File: src/rtl/test_sv_layer_mac_unit.sv
// rtl/test_sv_layer_mac_unit.sv - signed multiply-accumulate, wraps modulo 2^AW
module mac_unit #(
  parameter int DW = 8,
  parameter int AW = 24
) (
  input  logic                 clk,
  input  logic                 reset,
  input  logic                 clr_i,
  input  logic                 en_i,
  input  logic signed [DW-1:0] a_i,
  input  logic signed [DW-1:0] b_i,
  output logic signed [AW-1:0] acc_o
);

  logic signed [AW-1:0] acc_q;
  logic signed [AW-1:0] acc_d;
  logic signed [AW-1:0] prod;

  always_comb begin
    prod  = AW'(a_i * b_i);
    acc_d = acc_q;
    if (clr_i) begin
      acc_d = '0;
    end else if (en_i) begin
      acc_d = acc_q + prod;
    end
  end

  always_ff @(posedge clk) begin
    if (reset) begin
      acc_q <= '0;
    end else begin
      acc_q <= acc_d;
    end
  end

  assign acc_o = acc_q;

endmodule

File: config.mk
export PLATFORM = sky130hd
export DESIGN_NAME = mac_unit
export DESIGN_NICKNAME = d
export VERILOG_FILES = /design/src/rtl/test_sv_layer_mac_unit.sv
export SDC_FILE = /design/constraint.sdc
export NUM_CORES = 1
export LEC_CHECK = 0
export BUFFER_PORTS_ARGS = -buffer_cell sky130_fd_sc_hd__clkbuf_2
export CORE_UTILIZATION = 48
export CTS_CLUSTER_DIAMETER = 150
export CTS_CLUSTER_SIZE = 25
export DETAILED_ROUTE_END_ITERATION = 10
export GPL_TIMING_DRIVEN = 0
export PLACE_DENSITY_LB_ADDON = 0.1
export SETUP_SLACK_MARGIN = 0.3
export SYNTH_ARGS = -nofsm -noshare
export SYNTH_HDL_FRONTEND = slang
export SYNTH_SLANG_ARGS = --single-unit
export TNS_END_PERCENT = 50
File: constraint.sdc
create_clock -name clk -period 7.3 [get_ports clk]
set_input_delay 2.19 -clock clk [delete_from_list [all_inputs] [get_ports clk]]
set_output_delay 2.19 -clock clk [all_outputs]
set_load 0.03 [all_outputs]
# [Word-level counts from Yosys, hierarchy flattened]
# Cells that the tools add are included.
[word_totals] regBits=24 in_bits=20 out_inout_bits=24 wordCells=4
[op_classes] add_sub_neg=1 multipliers=1 n_reduce_logical=1
[ops] op="24-bit by 16-bit adder with 24-bit output" count=1
[ops] op="8-bit by 8-bit multiplier with 16-bit output" count=1
[ops] op="2-bit OR reduction" count=1

# [Longest topological paths before layout]
# Gate-level depths: netlist (run 1).
[logic_depth] word_depth=2 mapped_depth=18 mapped_depth_nobuf=18

# [Worst setup path after synthesis (run 1)]
# OpenSTA, ideal clock, no wires.
[synth_timing] path_kind="input port to flip-flop" start="input port b_i[0]" end="register acc_q[22], in the netlist acc_o[22]" setup_ns=0.138 arrival_ns=7.026 required_time_ns=7.162 setup_slack_ns=0.136 path_stages=16 path_buffers=0 path_cell_list="and2_1 > inv_1 > fa_1 > inv_1 > fa_1 > fa_1 > fa_1 > fa_1 > ha_1 > a211oi_1 > o21ai_1 > a22oi_1 > o21ai_1 > o311ai_1 > mux2i_1 > o221ai_1"
[synth_between] elab_chain_cells=2
[synth_rtl] element="start, declared" line="11" source="input logic signed [DW-1:0] b_i,"
[synth_rtl] element="8-bit by 8-bit multiplier with 16-bit output" line="20" source="prod = AW'(a_i * b_i);"
[synth_rtl] element="24-bit by 16-bit adder with 24-bit output" line="25" source="acc_d = acc_q + prod;"
[synth_rtl] element="end signal, assigned" line="31" source="acc_q <= '0;"
[synth_rtl] element="end signal, assigned" line="33" source="acc_q <= acc_d;"
[synth_rtl] element="end, declared" line="15" source="logic signed [AW-1:0] acc_q;"
# Every way passes these cells.
# A chain may end at the register's enable or synchronous reset.

# [Worst setup path after layout (run 1)]
[layout_timing] start="input port a_i[7]" end="register acc_q[23], in the netlist acc_o[23]"
[layout_between] elab_chain_cells=2
[layout_rtl] element="start, declared" line="10" source="input logic signed [DW-1:0] a_i,"
[layout_rtl] element="8-bit by 8-bit multiplier with 16-bit output" line="20"
[layout_rtl] element="24-bit by 16-bit adder with 24-bit output" line="25"
# Every way passes these cells.

==> impl_metrics.ini, run 1 <==
[sta]
hold_slack_ns = 0.531
fmax_mhz = 146
skew_ns = 0.00515
fin_setup_tns_ns = 0
setup_violations = 0
hold_violations = 0
period_share_pct = 93.7
tightest_slew_ns = 0.807
rsz0062_at_grt = true
fin_crit_ns = 6.84
max_slew_margin_pct = 46.2
slew_violations = 0

[clocking]
cts.path.max_buffers = 2
h-tree-depth = 1
cts_tree = done
clkSlewWorstSetupHoldPaths_ns = 0.09
cts_buffers = 3
hold_buffers = 0
cts.sink_count = 24
root_buffer = clkbuf_8
clkLatencyLatePin_ns = 0.26

[detailed_routing]
vias = 3538
antenna_left = 0
via_per_inst = 5.23
first_pass_iters = 4
routedWlPerCell_um = 15.7
drt_iter0_drc = 151
drt_wl_total_mm = 10.6
post-route-drc-count = 0

[setup_path]
required_ns = 7.49
cp_max_fo = 8
cpPeakStageDelay_ns = 0.67
end_kind = flop
cp-start-kind = input pin
critPathSlowestCell = fa_2
arrival_ns = 7.04
crit_type = input pin to flop
crit_chain = clkbuf_2, nand2_1, fa_2, fa_2, clkinvlp_4, fa_1, fa_1, ha_1, ha_1, a21o_1, a21o_1, a21oi_1, o221a_2, a21oi_1, or3_1, a31oi_1
path_delay_family = adder cells
path_buf_inv = 2

[power_and_ir_drop]
swShare_pct = 53.1
intPower_w = 0.00121
seq_power_share_pct = 7.3
power_switching_w = 0.00137
power.leakage_nw = 2.72
power_density_nw_per_um2 = 476
peakVddDrop_v = 0.000289
total_power_w = 0.00258
p_clk_share_pct = 3.6
comb_power_share_pct = 89.1

[floorplan]
io_pins = 44
die_w_um = 103
die-area_um2 = 10600
initial_core_util_pct = 49.8
std_cell_rows = 36
core_um2 = 9860
die_height_um = 103

[placement]
post_dp_cell_area_um2 = 5300
place_congestion = 0.836
numPortBuffers = 43
hpwlAfterDp_mm = 9.19

[yosys]
synth.avg_cell_area_um2 = 9.99
synth_common_cells = fa_1 (104), inv_1 (82), ha_1 (54)
synth_edf_count = 0
synth-seq-cells = 24
synth.most_common_cell = fa_1
yosysWarnings = 0
syn_nets = 670
synthTopCellsByArea = fa_1 (42%), ha_1 (14%), dfxtp_1 (9.8%)
synth_top_area_share_pct = 42.4
ys_seq_area_share_pct = 9.78
yosysUniqueCellTypes = 45
ys.flop_type = dfxtp_1
synthCells = 492
synth.cell_area_um2 = 4910
synth_largest_area_cell = fa_1
synth-async-reset-ratio_pct = 0

[cells_and_area]
final_layout_size_suffix_gt1_share_pct = 11.9
antenna_cells = 0
fin_area_um2 = 5410
largest_reg_flops = 24
postLayoutCoreUtil_pct = 54.9
syn_to_final_growth_pct = 10.2
nNetsFinal = 723

[flow_run]
drv_cap = 0

[run_status]
outcome = complete, no violations

[global_route]
antenna_found_initial = 0
grt_pass1_vias = 3881
grt_pass1_wl_mm = 18.5
grt_remaining_overflow = 0
grt_max_degree = 17
grt_usage_pct = 22.8

[hold_path]
worstHoldPathType = flop to flop
-- repair_timing --
item / 4_1_cts / 5_1_grt
setup endpoints to repair: 9 / 6
buffers inserted: 2 / 3
pin swaps: 0 / 1
cloned: 0 / 0
resized for setup: 3 / 5
-- area by class of cell --
class / count / area (um2)
flip-flops and latches: 24 / 480
fillers: 930 / 4450
well taps: 133 / 166
multi-input cells: 379 / 4120
plain buffers: 6 / 22.5
repair buffers: 48 / 253
clock buffers: 4 / 55.1
inverters: 83 / 315
-- power by group through the flow --
stage / clock network, W / logic [W] / registers (W)
detailed placement: 0 / 0.00226 / 0.000192
global placement: 0 / 0.00222 / 0.000192
CTS: 0.0000963 / 0.00228 / 0.000189
finish: 0.0000926 / 0.00230 / 0.000188
global route: 0.000104 / 0.00264 / 0.000193
floorplan: 0 / 0.00176 / 0.000231
-- cell usage in the layout, fill, tap and decap left out, types with 3 or more instances in the layout --
| master | Yosys | layout |
|---|---|---|
| nand2_1 | 33 | 33 |
| clkbuf_1 | 4 | 4 |
| a211oi_2 | 2 | 3 |
| a21o_1 | 6 | 6 |
| ha_1 | 54 | 54 |
| o21ai_1 | 4 | 4 |
| nor3_1 | 7 | 7 |
| xor2_1 | 5 | 5 |
| nor2_1 | 31 | 31 |
| a211oi_1 | 4 | 3 |
| xnor2_1 | 12 | 12 |
| a21oi_1 | 14 | 14 |
| buf_4 | 0 | 5 |
| clkbuf_2 | 0 | 43 |
| nand3_1 | 8 | 8 |
| and2_1 | 36 | 34 |
| o21bai_1 | 4 | 4 |
| fa_1 | 104 | 102 |
| or3_1 | 3 | 3 |
| inv_1 | 82 | 81 |
| dfxtp_1 | 24 | 24 |
| mux2i_1 | 11 | 11 |
| o21ai_0 | 11 | 11 |
| clkbuf_8 | 0 | 4 |
-- worst reg2reg max path, stage by stage (launching register included) --
cell and delay, ns:
dfxtp_1 0.39, inv_1 0.08, fa_1 0.54, inv_1 0.05
fa_1 0.49, inv_1 0.05, fa_1 0.48, inv_1 0.06
fa_1 0.43, fa_1 0.45, ha_1 0.36, o21ai_1 0.09
nor2_1 0.28, o31ai_4 0.11, o31ai_1 0.40, a31oi_1 0.19
a221o_1 0.33
-- logic make-up after synthesis --
family                   count (synthesis)  synth area share (%)
AND/OR/NAND/NOR                        127                  12.8
buffers and inverters                   89                  6.80
AO/OA/AOI/OAI                           66                  9.27
adder cells (fa/ha/maj)                158                  56.1
XOR/XNOR                                17                  3.03
flip-flops                              24                  9.78
multiplexers                            11                  2.24
-- final timing paths --
check | start | to | slack (ns) | cells after the start
setup reg to reg | acc_o[6]$_SDFFE_PP0P_ | acc_o[17]$_SDFFE_PP0P_ | 2.42 | 16
hold / removal | acc_o[9]$_SDFFE_PP0P_ | acc_o[9]$_SDFFE_PP0P_ | 0.53 | 2
setup / recovery | a_i[7] | acc_o[23]$_SDFFE_PP0P_ | 0.46 | 16
hold reg to reg | acc_o[9]$_SDFFE_PP0P_ | acc_o[9]$_SDFFE_PP0P_ | 0.53 | 2
-- metal layers --
metal,GRT usage [%],up-vias,wire (um)
met1,30.9,1786,4900
met3,1.68,4,339
met2,41.3,54,5320
li1,-,1694,-
met5,0,-,0
met4,2.93,0,88
-- through the flow --
step,setup slack [ns],instances
after floorplan,0.450,492
after global placement,-0.313,668
after detailed placement,-0.341,668
after CTS,0.333,674
after global routing,0.210,677
final,0.457,677
Power figures use the tool's default switching activity.
==> run 2: changes to the inputs <==
--- a/config.mk
+++ b/config.mk
@@ -8,2 +8,3 @@
 export BUFFER_PORTS_ARGS = -buffer_cell sky130_fd_sc_hd__clkbuf_2
+export CORE_ASPECT_RATIO = 0.6
 export CORE_UTILIZATION = 48
==> constraint.sdc (replaced) <==
create_clock -name clk -period 7.3 [get_ports clk]
set_input_delay 0 -clock clk [delete_from_list [all_inputs] [get_ports clk]]
set_output_delay 0 -clock clk [all_outputs]
set_load 0.03 [all_outputs]
==> run 2 against run 1 <==
  * First-iteration DRC count is 51% higher
  * Power up 4.8%
  * Clock power up 44%
  * Via count is 2.3% higher
  * Clock skew increased by 0.0023 ns
  * Largest cell class unchanged
==> impl_metrics.ini, run 2 (same netlist as run 1, synthesis figures left out) <==
[clocking]
clkLatencyLatePin_ns = 0.26
cts_setup_buffers = 0
cts_buffers = 3
hold_buffers = 0
root_buffer = clkbuf_16
cts.path.max_buffers = 2
cts.sink_count = 24
h-tree-depth = 1
clkSlewWorstSetupHoldPaths_ns = 0.07
post_cts_resize_count = 0
cts_tree = done

[cells_and_area]
nNetsFinal = 718
final_cell_mix = fa_1 (104), inv_1 (82), ha_1 (54)
final_layout_size_suffix_gt1_share_pct = 9.83
fin_area_um2 = 5390
mostFrequentLayoutCell = fa_1
largest_reg_flops = 24
syn_to_final_growth_pct = 9.63
fin_cells = 674
antenna_cells = 0

[sta]
tightest_slew_ns = 1.25
hold_slack_ns = 0.186
skew_ns = 0.00744
fmax_mhz = 178
fin_crit_ns = 5.61
fin_setup_tns_ns = 0
setup_violations = 0
slew_violations = 0
rsz0062_at_grt = false
period_share_pct = 76.9
hold_violations = 0
max_slew_margin_pct = 16.5

[setup_path]
path_delay_family = adder cells
r2r_end = acc_o[22]$_SDFFE_PP0P_
r2r_slack_ns = 2.28
worstReg2RegStart = acc_o[6]$_SDFFE_PP0P_
cpPeakStageDelay_ns = 0.99
end_kind = flop
path_buf_inv = 3
required_ns = 7.42
rr_worst_depth = 17
cp_common_cell = fa_1
cp-start-kind = input pin
crit_type = input pin to flop
crit_chain = clkbuf_2, and2_1, inv_1, fa_1, inv_1, fa_1, fa_1, fa_1, fa_1, ha_1, a211oi_1, o21ai_1, a22oi_1, o21ai_1, o311ai_1, mux2i_1, o221ai_1
cp_max_fo = 17
critPathSlowestCell = and2_1
arrival_ns = 5.74

[placement]
place_congestion = 0.844
post_dp_cell_area_um2 = 5300
hpwlAfterDp_mm = 10.1
numPortBuffers = 43
place_inst = 670

[detailed_routing]
routedWlPerCell_um = 17.2
post-route-drc-count = 0
first_pass_iters = 5
vias = 3618
antenna_left = 0
drt_wl_total_mm = 11.6
drt_iter0_drc = 228
via_per_inst = 5.37

[floorplan]
initial_core_util_pct = 49.6
core_um2 = 9910
die_w_um = 133
std_cell_rows = 28
die_height_um = 80.4
die-area_um2 = 10700
io_pins = 44

[power_and_ir_drop]
peakVddDrop_v = 0.000250
power_density_nw_per_um2 = 501
total_power_w = 0.00270
power.leakage_nw = 2.71

[hold_path]
worstHoldPathType = input pin to flop
whs_endpoint = acc_o[23]$_SDFFE_PP0P_
worstHoldStart = reset
whs_path_depth = 4

[global_route]
antenna_found_initial = 0
grt_pass1_vias = 3594
grt_usage_pct = 24.1
grt_pass1_wl_mm = 19.5
grt_remaining_overflow = 0
grt_max_degree = 18

[flow_run]
drv_cap = 0

[run_status]
outcome = complete, no violations
run 2: changes by cell type in the layout (fill, tap and decap cells not counted), sizes merged:
cell      change
buf           -5
inv           +1
clkinvlp      -1
run 2: where the power goes:
part	internal, W	switching [W]	leakage [nW]
Combinational	0.00100	0.00138	2.47
Clock	0.0000839	0.0000491	0.0442
Sequential	0.000159	0.0000323	0.196
Total	0.00124	0.00146	2.71
run 2: per-stage QoR:
step                utilization (%)  setup WS [ns]
finish                         54.3           1.69
global route                   54.3           1.14
CTS                            54.3           1.65
detailed placement             53.4           1.41
global placement               53.4           1.42
floorplan                         -           2.33
run 2: tightest hold or removal path, cell delays in order:
cell and delay [ns]:
clkbuf_2 0.08, nor2_1 0.14, o21ai_0 0.12, a31oi_1 0.05
run 2: per-layer routing:
metal	GRT usage [%]	up-vias	share of wire, %
li1	-	1682	-
met1	38.3	1837	51
met2	35.0	95	42
met3	3.79	4	6.5
met4	2.53	0	0.36
met5	0	-	0
run 2: worst max path at each step:
stage,startpoint,endpoint,slack (ns),depth (start not counted)
floorplan,b_i[0],acc_o[22]$_SDFFE_PP0P_,2.33,16
finish,b_i[0],acc_o[22]$_SDFFE_PP0P_,1.69,17
global placement,b_i[0],acc_o[22]$_SDFFE_PP0P_,1.42,17
global route,b_i[0],acc_o[22]$_SDFFE_PP0P_,1.14,17
CTS,b_i[0],acc_o[22]$_SDFFE_PP0P_,1.65,17
detailed placement,b_i[0],acc_o[22]$_SDFFE_PP0P_,1.41,17
run 2: final cells by class:
cell class,count,area [um2]
well taps,135,169
fillers,921,4530
inverters,83,312
multi-input cells,379,4100
clock buffers,4,88.8
repair buffers,43,215
plain buffers,6,22.5
flip-flops and latches,24,480
==> run 3: changes to the inputs <==
Settings changed: ABC_AREA set to 1.
Clock period 7.3 ns to 5.65 ns, I/O delays scaled along.
==> run 3 against run 2 <==
  * Cell count grew 35%
  * Flip-flop and latch count unchanged
  * Cell area rose by 11%
  * Worst setup slack worse by 1.0 ns
  * Synthesized area up 13%
  * Via count grew 23%
  * Critical path depth rose by 2
  * Register-to-register slack got worse by 1.0 ns
  * Clock-buffer cell count shrank 1
  * Critical endpoint is now acc_o[17]$_SDFFE_PP0P_
==> impl_metrics.ini, run 3 <==
[sta]
tightest_slew_ns = 1.06
setup_violations = 0
period_share_pct = 88.2
fin_setup_tns_ns = 0
fmax_mhz = 201
fin_crit_ns = 4.98
rsz0062_at_grt = false
skew_ns = 0.00189
slew_violations = 0
setup_ws_ns = 0.666
hold_violations = 0
max_slew_margin_pct = 29.0

[global_route]
grt_max_degree = 17
grt_pass1_wl_mm = 22.4
grt_usage_pct = 24.2
grt_pass1_vias = 4526
antenna_found_initial = 0
grt_remaining_overflow = 0

[setup_path]
crit_chain = clkbuf_1, nand2_1, inv_1, fa_1, fa_1, fa_1, fa_1, ha_1, ha_1, a21oi_2, nor2_1, nor2_2, nor2_1, nor2_2, nand2_1, nand2_1, nand3_1, nand2_1, inv_1
worstReg2RegStart = acc_o[6]$_SDFFE_PP0P_
rr_worst_depth = 20
cpPeakStageDelay_ns = 0.80
required_ns = 5.82
r2r_slack_ns = 1.24
cp_max_fo = 16
end_kind = flop
cp-start-kind = input pin
arrival_ns = 5.16
r2r_end = acc_o[15]$_SDFFE_PP0P_
critPathSlowestCell = inv_1
crit_type = input pin to flop

[yosys]
synth_edf_count = 0
synth_top_family_by_area = adder cells
synthTopCellsByArea = fa_1 (37%), ha_1 (12%), inv_1 (12%)
yosysUniqueCellTypes = 32
synth-seq-cells = 24
synth-async-reset-ratio_pct = 0
synth_common_cells = inv_1 (171), nand2_1 (171), fa_1 (104)
synthCells = 722
syn_nets = 900
synth.avg_cell_area_um2 = 7.70
synth_compound_area_share_pct = 4.32
synth.cell_area_um2 = 5560
synthXorXnorAreaFrac_pct = 1.26
synth_top_area_share_pct = 37.5
ys_seq_area_share_pct = 8.64
synth_largest_area_cell = fa_1
yosys-mux-area-fraction_pct = 0
yosys.area_share.adder_pct = 49.6
synthSimpleGateAreaFrac_pct = 22.6
yosysWarnings = 0
ys.flop_type = dfxtp_1

[placement]
place_congestion = 0.896
place_inst = 910
numPortBuffers = 28
place_ws_ns = 0.410
post_dp_cell_area_um2 = 5900
hpwlAfterDp_mm = 11.6

[cells_and_area]
syn_to_final_growth_pct = 7.47
ff_latch_area_um2 = 480
fin_area_um2 = 5970
final_cell_mix = nand2_1 (171), inv_1 (171), fa_1 (104)
multi_input_area_um2 = 4330
antenna_cells = 0
fin_cells = 913
largest_reg_flops = 24
final_layout_size_suffix_gt1_share_pct = 9.43
fillers = 1129
nNetsFinal = 933

[hold_path]
worstHoldStart = reset
whs_path_depth = 4
worstHoldPathType = input pin to flop
whs_endpoint = acc_o[5]$_SDFFE_PP0P_

[floorplan]
io_pins = 44
die_height_um = 85.4
initial_core_util_pct = 49.2
die-area_um2 = 12000
std_cell_rows = 30
core_um2 = 11300
die_w_um = 141

[detailed_routing]
via_per_inst = 4.89
drt_wl_total_mm = 13.2
drt_iter0_drc = 214
antenna_left = 0
routedWlPerCell_um = 14.5
first_pass_iters = 5
post-route-drc-count = 0
vias = 4462

[run_status]
outcome = complete, no violations

[clocking]
cts_tree = done
cts_buffers = 3
root_buffer = clkbuf_16
cts_setup_buffers = 0
post_cts_resize_count = 0
hold_buffers = 0
clkSlewWorstSetupHoldPaths_ns = 0.07
cts.path.max_buffers = 2
h-tree-depth = 1
cts.sink_count = 24
clkLatencyLatePin_ns = 0.27

[flow_run]
drv_cap = 0
run 3: logic make-up after synthesis:
logic type                 Yosys count
and+or+nand+nor                    292
DFF                                 24
AOI/OAI and AO/OA                   41
buffers and inverters              199
adders and majority gates          158
xor gates and xnor gates             8
run 3: cell type report:
| class | count | area share [%] |
|---|---|---|
| plain buffers | 21 | 1.42 |
| flip-flops and latches | 24 | 8.04 |
| multi-input cells | 499 | 72.4 |
| clock buffers | 3 | 1.26 |
| well taps | 160 | 3.35 |
| repair buffers | 28 | 2.35 |
| inverters | 178 | 11.2 |
run 3: worst max path at each step:
stage / slack, ns / startpoint / cells past startpoint / to
6_report: 0.67 / b_i[0] / 19 / acc_o[17]$_SDFFE_PP0P_
5_1_grt: 0.35 / a_i[7] / 19 / acc_o[17]$_SDFFE_PP0P_
4_1_cts: 0.67 / b_i[0] / 19 / acc_o[17]$_SDFFE_PP0P_
3_5_place_dp: 0.41 / b_i[0] / 19 / acc_o[17]$_SDFFE_PP0P_
3_3_place_gp: 0.44 / a_i[7] / 19 / acc_o[17]$_SDFFE_PP0P_
2_1_floorplan: 1.16 / b_i[0] / 19 / acc_o[17]$_SDFFE_PP0P_
run 3: worst max-delay path: cells and delay by family:
family,cells,cell delay (ns)
AND/OR/NAND/NOR,9,0.90
AO/OA/AOI/OAI,1,0.25
buffers and inverters,3,1.16
adder cells (fa/ha/maj),6,2.84
run 3: through the flow:
stage	utilization, %	hold WS, ns
after floorplan	-	0.195
after global placement	52.2	0.350
after detailed placement	52.2	0.358
after CTS	52.9	0.0678
after global routing	52.9	0.0789
final	52.9	0.0515
run 3: routing by layer:
| layer | track usage, % | vias to the layer above | share of wire [%] |
|---|---|---|---|
| li1 | - | 2176 | - |
| met3 | 4.68 | 2 | 6.0 |
| met5 | 0 | - | 0 |
| met1 | 38.7 | 2167 | 54 |
| met4 | 1.78 | 0 | 0.18 |
| met2 | 34.6 | 117 | 39 |
Power of run 3 is left out: the tool's default activity adds up to more than one toggle a clock period on the data nets, which glitch-free logic cannot reach.
